### src/rtl/noc_pkg.sv
// Shared definitions for the 3x3 mesh router: port codes, flit field
// positions, mesh limits, requester FSM states and the XY route function.
package noc_pkg;

  // Port codes, also used as arbiter grant codes
  localparam logic [2:0] PORT_N    = 3'd0;
  localparam logic [2:0] PORT_E    = 3'd1;
  localparam logic [2:0] PORT_S    = 3'd2;
  localparam logic [2:0] PORT_W    = 3'd3;
  localparam logic [2:0] PORT_PE   = 3'd4;
  localparam logic [2:0] PORT_NONE = 3'd5;

  // Destination fields, counted down from the flit MSB
  localparam int COORD_W = 2;
  localparam int DX_HI   = 0;
  localparam int DY_HI   = 2;

  // Largest legal coordinate; coordinate 3 marks an undeliverable flit
  localparam logic [COORD_W-1:0] MESH_MAX = 2'd2;

  typedef enum logic [1:0] {
    ST_IDLE = 2'd0,
    ST_REQ  = 2'd1,
    ST_HOLD = 2'd2
  } ipr_state_t;

  // Dimension-ordered routing: resolve X first, then Y, then deliver locally
  function automatic logic [2:0] xy_route(
    input logic [COORD_W-1:0] dx,
    input logic [COORD_W-1:0] dy,
    input logic [COORD_W-1:0] x_id,
    input logic [COORD_W-1:0] y_id
  );
    if (dx > x_id)      return PORT_E;
    else if (dx < x_id) return PORT_W;
    else if (dy > y_id) return PORT_S;
    else if (dy < y_id) return PORT_N;
    else                return PORT_PE;
  endfunction

endpackage

### src/rtl/sync_fifo.sv
// Small synchronous FIFO with a combinational head so the requester can
// route and forward the oldest flit without an extra read cycle.
module sync_fifo #(
  parameter int DEPTH  = 4,
  parameter int FLIT_W = 16
) (
  input  logic              clk,
  input  logic              rst,
  input  logic              push,
  input  logic              pop,
  input  logic [FLIT_W-1:0] din,
  output logic              full,
  output logic              empty,
  output logic [FLIT_W-1:0] head
);

  localparam int AW = $clog2(DEPTH);

  logic [FLIT_W-1:0] mem [DEPTH];
  logic [AW-1:0]     wr_ptr_reg;
  logic [AW-1:0]     rd_ptr_reg;
  logic [AW:0]       count_reg;
  logic              do_push;
  logic              do_pop;

  // Full/empty come from the registered count only, so a pop never frees
  // room for a push in the same cycle.
  assign full    = (count_reg == (AW+1)'(DEPTH));
  assign empty   = (count_reg == '0);
  assign do_push = push && !full;
  assign do_pop  = pop && !empty;
  assign head    = mem[rd_ptr_reg];

  // Storage write; contents need no reset because count guards every read
  always_ff @(posedge clk) begin
    if (do_push) mem[wr_ptr_reg] <= din;
  end

  // Pointers wrap naturally because DEPTH is a power of two
  always_ff @(posedge clk) begin
    if (rst) begin
      wr_ptr_reg <= '0;
      rd_ptr_reg <= '0;
      count_reg  <= '0;
    end else begin
      if (do_push) wr_ptr_reg <= wr_ptr_reg + 1'b1;
      if (do_pop)  rd_ptr_reg <= rd_ptr_reg + 1'b1;
      case ({do_push, do_pop})
        2'b10:   count_reg <= count_reg + 1'b1;
        2'b01:   count_reg <= count_reg - 1'b1;
        default: count_reg <= count_reg;
      endcase
    end
  end

endmodule

### src/rtl/in_port_req.sv
// Requester side of one router input: buffers flits, raises a registered
// gate code towards the output arbiters and pops the head once granted.
// Optional starvation monitor enabled by defining IPR_STARVE_EN.
module in_port_req
  import noc_pkg::*;
#(
  parameter int         FLIT_W  = 16,
  parameter int         DEPTH   = 4,
  parameter int         X_ID    = 0,
  parameter int         Y_ID    = 0,
  parameter logic [2:0] MY_PORT = 3'd4
`ifdef IPR_STARVE_EN
  , parameter int       STARVE_LIM = 16
`endif
) (
  input  logic              clk,
  input  logic              rst,
  input  logic              in_valid,
  input  logic [FLIT_W-1:0] in_flit,
  output logic              in_ready,
  output logic [2:0]        gate,
  input  logic [2:0]        grant_n,
  input  logic [2:0]        grant_e,
  input  logic [2:0]        grant_s,
  input  logic [2:0]        grant_w,
  input  logic [2:0]        grant_pe,
  input  logic [4:0]        dn_ready,
  output logic [FLIT_W-1:0] out_flit,
  output logic              out_valid,
  output logic              route_err
`ifdef IPR_STARVE_EN
  , output logic            starve
`endif
);

  localparam logic [COORD_W-1:0] X_C = COORD_W'(X_ID);
  localparam logic [COORD_W-1:0] Y_C = COORD_W'(Y_ID);

  ipr_state_t          state_reg, state_next;
  logic [2:0]          gate_reg, gate_next;
  logic                fifo_full, fifo_empty, fifo_pop;
  logic [FLIT_W-1:0]   head;
  logic [COORD_W-1:0]  dx, dy;
  logic                head_err;
  logic [2:0]          g_sel;
  logic                dn_sel;
  logic                granted;

  sync_fifo #(
    .DEPTH (DEPTH),
    .FLIT_W(FLIT_W)
  ) u_fifo (
    .clk  (clk),
    .rst  (rst),
    .push (in_valid),
    .pop  (fifo_pop),
    .din  (in_flit),
    .full (fifo_full),
    .empty(fifo_empty),
    .head (head)
  );

  assign in_ready = !fifo_full;
  assign out_flit = head;
  assign gate     = gate_reg;

  assign dx       = head[FLIT_W-1-DX_HI -: COORD_W];
  assign dy       = head[FLIT_W-1-DY_HI -: COORD_W];
  assign head_err = (dx > MESH_MAX) || (dy > MESH_MAX);

  // Pick the grant and downstream ready of the output we are requesting
  always_comb begin
    g_sel  = PORT_NONE;
    dn_sel = 1'b0;
    case (gate_reg)
      PORT_N:  begin g_sel = grant_n;  dn_sel = dn_ready[0]; end
      PORT_E:  begin g_sel = grant_e;  dn_sel = dn_ready[1]; end
      PORT_S:  begin g_sel = grant_s;  dn_sel = dn_ready[2]; end
      PORT_W:  begin g_sel = grant_w;  dn_sel = dn_ready[3]; end
      PORT_PE: begin g_sel = grant_pe; dn_sel = dn_ready[4]; end
      default: begin g_sel = PORT_NONE; dn_sel = 1'b0; end
    endcase
  end

  assign granted = (g_sel == MY_PORT) && dn_sel;

  // State and gate registers
  always_ff @(posedge clk) begin
    if (rst) begin
      state_reg <= ST_IDLE;
      gate_reg  <= PORT_NONE;
    end else begin
      state_reg <= state_next;
      gate_reg  <= gate_next;
    end
  end

  // Next state, gate code and pop/pulse outputs. HOLD lets the arbiter's
  // registered grant catch up with gate=NONE before a new request is made.
  always_comb begin
    state_next = state_reg;
    gate_next  = gate_reg;
    fifo_pop   = 1'b0;
    out_valid  = 1'b0;
    route_err  = 1'b0;
    case (state_reg)
      ST_IDLE: begin
        gate_next = PORT_NONE;
        if (!fifo_empty) begin
          if (head_err) begin
            fifo_pop  = 1'b1;
            route_err = 1'b1;
          end else begin
            state_next = ST_REQ;
            gate_next  = xy_route(dx, dy, X_C, Y_C);
          end
        end
      end
      ST_REQ: begin
        if (granted) begin
          fifo_pop   = 1'b1;
          out_valid  = 1'b1;
          state_next = ST_HOLD;
          gate_next  = PORT_NONE;
        end
      end
      ST_HOLD: begin
        state_next = ST_IDLE;
        gate_next  = PORT_NONE;
      end
      default: begin
        state_next = ST_IDLE;
        gate_next  = PORT_NONE;
      end
    endcase
  end

`ifdef IPR_STARVE_EN
  logic [15:0] starve_cnt_reg;

  // Counts cycles spent in REQ, including the current one; zero elsewhere
  always_ff @(posedge clk) begin
    if (rst || (state_next != ST_REQ)) begin
      starve_cnt_reg <= '0;
    end else if (starve_cnt_reg != 16'hFFFF) begin
      starve_cnt_reg <= starve_cnt_reg + 16'd1;
    end
  end

  assign starve = (starve_cnt_reg >= 16'(STARVE_LIM));
`endif

endmodule

### config.mk
export PLATFORM = sky130hd
export DESIGN_NAME = in_port_req
export DESIGN_NICKNAME = d
export VERILOG_FILES = /design/src/rtl/noc_pkg.sv /design/src/rtl/sync_fifo.sv /design/src/rtl/in_port_req.sv
export SDC_FILE = /design/constraint.sdc
export NUM_CORES = 1
export LEC_CHECK = 0
export CORE_UTILIZATION = 55
export CTS_CLUSTER_DIAMETER = 100
export DETAILED_ROUTE_END_ITERATION = 8
export GPL_TIMING_DRIVEN = 0
export PLACE_DENSITY_LB_ADDON = 0.15
export RECOVER_POWER = 100
export SKIP_CTS_REPAIR_TIMING = 1
export SLEW_MARGIN = 15
export SYNTH_ARGS = -nofsm -noshare
export SYNTH_HDL_FRONTEND = slang
export SYNTH_SLANG_ARGS = --single-unit
export TNS_END_PERCENT = 1
### constraint.sdc
create_clock -name clk -period 7 [get_ports clk]
set_input_delay 1.05 -clock clk [delete_from_list [all_inputs] [get_ports clk]]
set_output_delay 1.05 -clock clk [all_outputs]
set_load 0.01 [all_outputs]
---- Word level (Yosys, flattened, before mapping) ----
Memories as Yosys holds them, arrays and structs flattened. A register that Yosys moved wholly into a read port is not among the register bits.
Index checks and enable logic that the tools add are counted.
storage, ports and cells
  register bits ........................... 12
  bits in writable memories ............... 64
  output and inout port bits .............. 22
  memories kept ........................... 1
memories
  memory      words  width  rd ports  clocked after Yosys merged registers in  write ports  line             RTL
  u_fifo.mem  4      16     1         1                                        1            sync_fifo.sv:19  logic [FLIT_W-1:0] mem [DEPTH];
cells by class
  add/subtract/negate cells ............... 4
  $lt $le $gt $ge ......................... 6
  equal/unequal tests ..................... 12
  multiplexer cells ....................... 25
  reduce and logical (&&, ||, !) cells .... 11
operator list
  cell                                                           number
  two-way mux 3 bit                                              7
  one-hot mux 3 bit (5 select lines)                             1
  one-hot mux 3 bit (2 select lines)                             2
  two-way mux 2 bit                                              5
  equality test 3 bit, second input constant                     3
  two-way mux 1 bit                                              7
  equality test 3 x 2 -> 1 bit, second input constant            2
  zero test 3 bit                                                2
  inequality test 2 bit, second input constant                   3
  one-hot mux 1 bit (5 select lines)                             1
  adder 2 x 1 -> 2 bit, second input constant                    2
  equality test 2 x 1 -> 1 bit, second input constant            2
  greater-than comparator 2 x 1 -> 1 bit, second input constant  2
  greater-than comparator 2 bit, second input constant           2
  < comparator 2 x 1 -> 1 bit, second input constant             2
  one-hot mux 2 bit (2 select lines)                             1
  adder 3 x 1 -> 3 bit, second input constant                    1
  equality test 3 x 1 -> 1 bit, second input constant            1
  logical AND 1 bit                                              3
  AND reduction 3 bit                                            1
  subtractor 3 x 1 -> 3 bit, second input constant               1
  equality test 2 bit, second input constant                     1
  zero test 1 bit                                                2
  zero test 2 bit                                                1
  other kinds (3)                                                3

---- Longest topological paths before layout ----
Gate-level depths: netlist of run 1.
  word-level depth ........................ 9
  depth in mapped cells ................... 11
  gate-level depth less buffers ........... 10

---- Cells and area by module ----
Synthesis of run 1 repeated with hierarchy kept, for this count alone.
second synthesis, totals
  cell total of the unflattened synthesis .. 192
  area total of the unflattened synthesis .. 3235.6 µm²
by module, submodules not included
  module       times used  cells each  area each (µm²)
  sync_fifo    1           138         2821.5
  in_port_req  1           54          414.1

---- Least setup slack after synthesis of run 1 ----
Ideal clock, no wire load.
  path kind ............................... input to register
  start point ............................. in grant_s[0]
  end point ............................... reg u_fifo.count_reg[2]
  setup time .............................. 71 ps
  data arrival time ....................... 3335 ps
  required time ........................... 6929 ps
  path slack .............................. 3595 ps
  stages on the path ...................... 10
  path buffers ............................ 0
  path through ............................ or4b_2 > a21oi_1 > o32a_1 > a21o_4 > ha_1 > inv_1 > fa_1 > xor2_1 > or3_1 > a21oi_1
between the ends
  word-level cells in the longest chain between the ends .. 8
  elaborated cells between the ends (all ways) .. 10
  classes of those cells .................. eq/ne (3); mux (4); reduce/logical (3)
RTL lines
  element                                                                          line                RTL
  from (decl)                                                                      in_port_req.sv:24   input logic [2:0] grant_s,
  one-hot mux 3 bit (5 select lines) *                                             in_port_req.sv:75   case (gate_reg)
  equality test 3 bit *                                                            in_port_req.sv:85   assign granted = (g_sel == MY_PORT) && dn_sel;
  logical AND 1 bit *                                                              in_port_req.sv:85
  two-way mux 1 bit *                                                              in_port_req.sv:120  if (granted) begin
  one-hot mux 1 bit (2 select lines) *                                             in_port_req.sv:106  case (state_reg)
  logical AND 1 bit *                                                              sync_fifo.sv:31     assign do_pop = pop && !empty;
  net u_fifo.do_pop                                                                sync_fifo.sv:24     logic do_pop;
  equality test 2 x 1 -> 1 bit / equality test 2 bit (equally long branches)       sync_fifo.sv:48     case ({do_push, do_pop})
  one-hot mux 3 bit (2 select lines) / nonzero test 2 bit (equally long branches)  --
  to (signal assigned)                                                             sync_fifo.sv:49     2'b10: count_reg <= count_reg + 1'b1;
  to (signal assigned)                                                             sync_fifo.sv:50     2'b01: count_reg <= count_reg - 1'b1;
  to (signal assigned)                                                             sync_fifo.sv:51     default: count_reg <= count_reg;
  to (decl)                                                                        sync_fifo.sv:22     logic [AW:0] count_reg;
Mark *: on every way through the listed nets, which the timed path passes. The rest lies on a longest branch.
A chain may end at the register's enable or synchronous reset.

---- Worst setup path in the final report of run 1 ----
  start point ............................. in grant_s[0]
  end point ............................... out out_valid
between the ends
  word-level cells in the longest chain between the ends .. 5
RTL lines
  element                             line                RTL
  one-hot mux 3 bit (5 select lines)  in_port_req.sv:75
  equality test 3 bit                 in_port_req.sv:85
  logical AND 1 bit                   in_port_req.sv:85
  two-way mux 1 bit                   in_port_req.sv:120
  two-way mux 1 bit                   in_port_req.sv:106
  to (decl)                           in_port_req.sv:29   output logic out_valid,
No other way between the ends.

==> flow_summary_export.csv, run 1 <==
group,metric,value,unit
setup_path,reg2reg_slack,3.94,ns
finish,fin_area,4123,µm²
yosys,syn_nets,235,
floorplanning,io_pins,61,
placement,place.gp.congestion,0.7527,
clock_tree,clockRootBuffer,"clkbuf_8",
min_path,whs_path_depth,2,
timing,period_needed,4.525,ns
drt,drc_errors,0,
timing,hold_viol_final,0,
setup_path,reg2regPathDepth,11,
yosys,avgSynthCellArea,16.94,µm²
grt,antenna_found_initial,0,
clock_tree,clock_sinks,78,
setup_path,worstSetupPathType,"primary input to output pin",
finish,antenna_cells,0,
setup_path,crit_path_top_delay_cell,"or4b_2",
setup_path,worstPathMaxFanout,5,
yosys,synth.top_cell.area_share,59.72,%
clock_tree,numCtsBuffers,9,
clock_tree,cts_max_level,3,
placement,placed_area,3909,µm²
drt,dr.first_iter.drc_count,92,
placement,dp_hpwl,3990,µm
timing,setup_violations,0,
drt,firstDrtPassIters,4,
floorplanning,die_h,78.49,µm
finish,finalNetCount,306,
timing,setup_tns,0,ns
setup_path,cp-end-kind,"output pin",
clock_tree,clkTransAtPathRegs,0.08,ns
run_status,status,"completed",
finish,multi_input_area,944.7,µm²
clock_tree,cts_buffer_depth,2,
setup_path,cp.required,5.95,ns
power_and_ir_drop,ir_drop,0.2122,mV
finish,largest_register_ffs,64,
power_and_ir_drop,power_density,357.6,nW/µm²
setup_path,r2r-end,"u_fifo.count_reg[2]",
timing,finClkSkew,0.007174,ns
yosys,syn_inst,190,
yosys,synth_cell_types,44,
job,maxCapViolations,0,
yosys,syn_area,3218,µm²
grt,grt_pass1_wl,9232,µm
floorplanning,die_x,78.49,µm
floorplanning,core-area,5574,µm²
setup_path,cpPeakStageDelay,0.64,ns
drt,ant_nets,0,
timing,fin_ws,2.475,ns
finish,register_area,2202,µm²
power_and_ir_drop,p_leak,1.391,nW
timing,fin_crit_sh,64.64,%
yosys,seq_area_frac_synth,68.43,%
setup_path,worstReg2RegStart,"gate[0]",
finish,fill_cells,381,
timing,slew_headroom,41.38,%
finish,drive_gt1_share,13.91,%
floorplanning,start_util,57.73,%
yosys,synth-edff-count,64,
placement,port_buffers,60,
drt,wl_per_cell,17.21,µm
timing,tightest_slew,0.8792,ns
clock_tree,cts_tree,"yes",
timing,max_freq,221.0,MHz
setup_path,start_kind,"primary input",
drt,totalWireLength,5816,µm
grt,grt_overflow,0,
yosys,synth.area.top_cells,"edfxtp_1 (60%), mux4_2 (10%), dfxtp_1 (8.7%)",
placement,dp_slack,2.661,ns
finish,utilization,73.96,%
grt,grt_pass1_vias,1900,
min_path,hp-start,"u_fifo.count_reg[2]",
yosys,synth_async_sr_flop_share,0,%
yosys,yosysTopAreaCell,"edfxtp_1",
drt,vias,1902,
min_path,hp-class,"flop to flop",
floorplanning,die_area,6161,µm²
finish,syn_to_final_growth,28.11,%
timing,rsz0062_at_grt,"no",
floorplanning,rows,27,
grt,grt_usage,20.93,%
yosys,synth_seq_cells,78,
grt,grt_max_degree,17,
yosys,yosysWarnings,0,
timing,drv_slew,0,
setup_path,path_cells,"dlygate4sd3_1, or4b_2, a21oi_1, o32a_1, nand2_1, nor2_1, dlygate4sd3_1",
yosys,synth-main-ff-cell,"edfxtp_1",
clock_tree,clkLatencyLatePin,0.35,ns
drt,vias_per_cell,5.627,
setup_path,worstPathArrival,3.47,ns
min_path,min_to,"u_fifo.count_reg[2]",
setup_path,cpMostUsedCell,"dlygate4sd3_1",
[cells in the final DEF, fill, tap and decap left out, types with 2 or more instances in the layout]
cell type and n:
nor3_1 5, clkbuf_1 8, o31a_1 2, mux2i_1 3, dlygate4sd3_1 40, mux2_1 2
nor3b_1 3, o21ai_0 2, a21oi_1 7, edfxtp_1 64, dfxtp_1 14, xor2_1 2
mux4_2 15, clkbuf_8 9, inv_6 2, nand2b_1 3, nor2b_1 2, nand3_1 4
nand2_1 5, o31ai_1 2, clkdlybuf4s50_1 20, bufinv_16 2, nor2_1 10, inv_1 7
and3_1 4, ha_1 5
[synth_stat cells, types with 2 or more instances]
master,number
edfxtp_1,64
mux4_2,15
dfxtp_1,14
nor2_1,10
a21oi_1,7
inv_1,7
clkbuf_1,6
ha_1,5
nand2_1,5
nor3_1,5
and3_1,4
nand3_1,4
mux2i_1,3
nand2b_1,3
nor3b_1,3
mux2_4,2
nor2b_1,2
o21ai_0,2
o31a_1,2
o31ai_1,2
xor2_1,2
[critical path: cells and delay by family]
family / cells / cell delay [ns]
compound gates: 2 / 0.47
buf+inv: 2 / 1.13
simple gates: 3 / 0.83
[logic make-up (layout without fill, tap and decap cells)]
kind of cell / Yosys count / after routing / synth area share, %
AO/OA/AOI/OAI: 21 / 21 / 4.744
multiplexers: 22 / 22 / 13.53
flip-flops: 78 / 78 / 68.43
adder cells (fa/ha/maj): 6 / 6 / 2.566
buffers and inverters: 15 / 91 / 1.983
XOR/XNOR: 3 / 3 / 0.8166
AND/OR/NAND/NOR: 45 / 45 / 7.932
[power breakdown]
group,switching (W),internal (W)
combinational,0.000244,0.000261
clock,0.000168,0.000204
sequential,0.0000268,0.000571
total,0.000438,0.00104
[per-stage QoR]
stage | power [W] | hold WS, ns | instances
finish | 0.001474 | 0.5103 | 338
global route | 0.001552 | 0.5349 | 338
CTS | 0.001525 | 0.5097 | 338
detailed placement | 0.001152 | 0.4987 | 322
global placement | 0.001141 | 0.4930 | 322
floorplan | 0.0009333 | 0.4692 | 190
[final cells by class]
type | instances | area share (%)
buffer | 8 | 0.9105
sequential | 78 | 53.41
multi-input combinational | 97 | 22.91
clock inverter | 6 | 2.276
clock buffer | 10 | 3.096
tap | 72 | 2.185
inverter | 7 | 0.6373
timing repair buffer | 60 | 14.57
[routing by layer]
| layer | routed length [µm] | vias to the layer above | global-route usage, % |
|---|---|---|---|
| met5 | 0 | - | 0 |
| met2 | 2930 | 71 | 34.04 |
| met3 | 321 | 8 | 5.465 |
| li1 | - | 891 | - |
| met1 | 2474 | 932 | 25.93 |
| met4 | 90 | 0 | 10.74 |
[worst max-delay path by stage]
stage	from	end	slack [ns]	depth (start not counted)
floorplan	grant_s[0]	u_fifo.count_reg[2]	3.59	10
global placement	dn_ready[2]	out_valid	2.69	7
detailed placement	dn_ready[2]	out_valid	2.66	7
CTS	dn_ready[2]	out_valid	2.66	7
global route	grant_s[0]	out_valid	2.38	7
finish	grant_s[0]	out_valid	2.48	7
Note: power is estimated with default switching activity, not from simulation.
==> run 2, diff against run 1 <==
- CORE_UTILIZATION: 55 -> 46
- clock period: 7 -> 4.1 ns (I/O delays scaled with it)
==> run 2 against run 1 <==
Critical path type unchanged. Utilization down 13 points. Sequential share of layout area down 0.29 points. Worst hold slack improved by 0.0096 ns. Design area grew 0.55%. Sequential cell count is the same. Die area increased by 19%. Clock skew is 0.0018 ns lower. Critical endpoint unchanged. Clock power rose by 65%. Non-clock buffer count is the same.
==> flow_summary_export.csv, run 2 (synthesis results as in run 1) <==
group,metric,value,unit
setup_path,start_kind,"primary input",
setup_path,cp.required,3.48,ns
grt,grt_usage,16.97,%
timing,whs,0.5199,ns
finish,utilization,61.01,%
clock_tree,numCtsBuffers,9,
grt,grt_overflow,0,
setup_path,path_cells,"dlygate4sd3_1, or4b_2, a21oi_1, o32a_1, nand2_1, nor2_1, dlygate4sd3_1",
drt,dr.first_iter.drc_count,102,
grt,grt_pass1_vias,1835,
floorplanning,die_x,85.64,µm
drt,firstDrtPassIters,4,
placement,port_buffers,60,
power_and_ir_drop,p_int,0.001763,W
placement,dp_hpwl,3839,µm
drt,vias_per_cell,5.146,
timing,period_needed,3.582,ns
finish,final_cell_mix,"edfxtp_1 (64), dlygate4sd3_1 (40), clkdlybuf4s50_1 (20), mux4_2 (15), dfxtp_1 (14)",
finish,final_common_cell,"edfxtp_1",
timing,fin_crit_sh,87.38,%
timing,setup_tns,0,ns
floorplanning,io_pins,61,
power_and_ir_drop,switching_share,29.37,%
clock_tree,clock_sinks,78,
min_path,whs_path_depth,2,
power_and_ir_drop,power_frac_comb,34.6,%
finish,syn_to_final_growth,28.81,%
setup_path,worstSetupPathType,"primary input to output pin",
finish,antenna_cells,0,
timing,slew_headroom,41.60,%
min_path,hp-class,"flop to flop",
grt,grt_max_degree,17,
clock_tree,cts_max_level,3,
setup_path,worstPathMaxFanout,5,
setup_path,worstPathArrival,2.97,ns
timing,rsz0062_at_grt,"no",
run_status,status,"completed",
clock_tree,cts_buffer_depth,2,
setup_path,crit_start,"dn_ready[2]",
setup_path,crit_path_top_delay_cell,"dlygate4sd3_1",
floorplanning,die_h,85.64,µm
drt,vias,1863,
timing,finClkSkew,0.005410,ns
setup_path,reg2regPathDepth,11,
setup_path,cpPeakStageDelay,0.61,ns
drt,totalWireLength,5679,µm
floorplanning,core-area,6794,µm²
placement,place.gp.congestion,0.7789,
grt,antenna_found_initial,0,
power_and_ir_drop,clockPowerShare,24.5,%
placement,dp_slack,0.5067,ns
grt,grt_pass1_wl,9156,µm
finish,drive_gt1_share,13.91,%
power_and_ir_drop,p_sw,0.0007329,W
setup_path,cp-end-kind,"output pin",
timing,drv_slew,0,
power_and_ir_drop,ir_drop,0.3269,mV
drt,ant_nets,0,
clock_tree,clkTransAtPathRegs,0.07,ns
power_and_ir_drop,seq_power_share,40.9,%
power_and_ir_drop,power_density,602.1,nW/µm²
timing,setup_violations,0,
power_and_ir_drop,p_leak,1.390,nW
min_path,hp-start,"u_fifo.wr_ptr_reg[1]",
timing,max_freq,279.1,MHz
setup_path,reg2reg_slack,1.00,ns
timing,hold_viol_final,0,
floorplanning,die_area,7334,µm²
timing,fin_ws,0.5176,ns
drt,wl_per_cell,15.69,µm
drt,drc_errors,0,
finish,largest_register_ffs,64,
clock_tree,clockRootBuffer,"clkbuf_8",
clock_tree,cts_tree,"yes",
job,maxCapViolations,0,
floorplanning,start_util,47.37,%
floorplanning,rows,30,
setup_path,cpMostUsedCell,"dlygate4sd3_1",
finish,finalNetCount,306,
clock_tree,clkLatencyLatePin,0.34,ns
timing,tightest_slew,0.8761,ns
setup_path,worstReg2RegStart,"gate[0]",
-- run 2: cell types whose count changed in the layout (fill, tap and decap cells not counted) --
| cell | delta |
|---|---|
| clkinv_2 | +2 |
| inv_6 | -2 |
-- run 2: per-layer routing --
metal / part of all wire, % / track usage [%] / vias up
li1: - / - / 888
met1: 46 / 23.16 / 913
met2: 47 / 25.16 / 52
met3: 5.2 / 5.294 / 10
met4: 1.6 / 7.727 / 0
met5: 0 / 0 / -
-- run 2: path summary, 6_finish.rpt --
path	to
hold reg to reg	u_fifo.wr_ptr_reg[1]
setup reg to reg	u_fifo.count_reg[2]
hold / removal	u_fifo.wr_ptr_reg[1]
setup / recovery	out_valid
-- run 2: stage by stage --
stage	power (W)	std cells	instance area (µm²)
finish	0.002496	362	4145
global route	0.002634	362	4145
CTS	0.002579	362	4153
detailed placement	0.001972	346	3939
global placement	0.001954	346	3939
floorplan	0.001593	190	3218
-- run 2: power groups by stage --
stage | logic, W | registers (W) | clock network [W]
6_report | 0.000864 | 0.00102 | 0.000612
5_1_grt | 0.000946 | 0.00103 | 0.000656
4_1_cts | 0.000936 | 0.00102 | 0.000622
3_5_place_dp | 0.000933 | 0.00104 | 0
3_3_place_gp | 0.000920 | 0.00103 | 0
2_1_floorplan | 0.000566 | 0.00103 | 0
-- run 2: cell type report --
cell class                      instances  area [µm²]
Tap cell                               96       120.1
Buffer                                  8       37.54
Sequential cell                        78        2202
Inverter                                7       26.28
Fill cell                             534        2649
Multi-Input combinational cell         97       944.7
Timing Repair Buffer                   60       600.6
Clock inverter                          6       86.33
Clock buffer                           10       127.6
-- run 2: worst max-delay path: cells and delay by family --
kind                   cells  cell delay (ns)
buffers and inverters      2             1.13
and+or+nand+nor            3             0.79
AOI/OAI and AO/OA          2             0.44
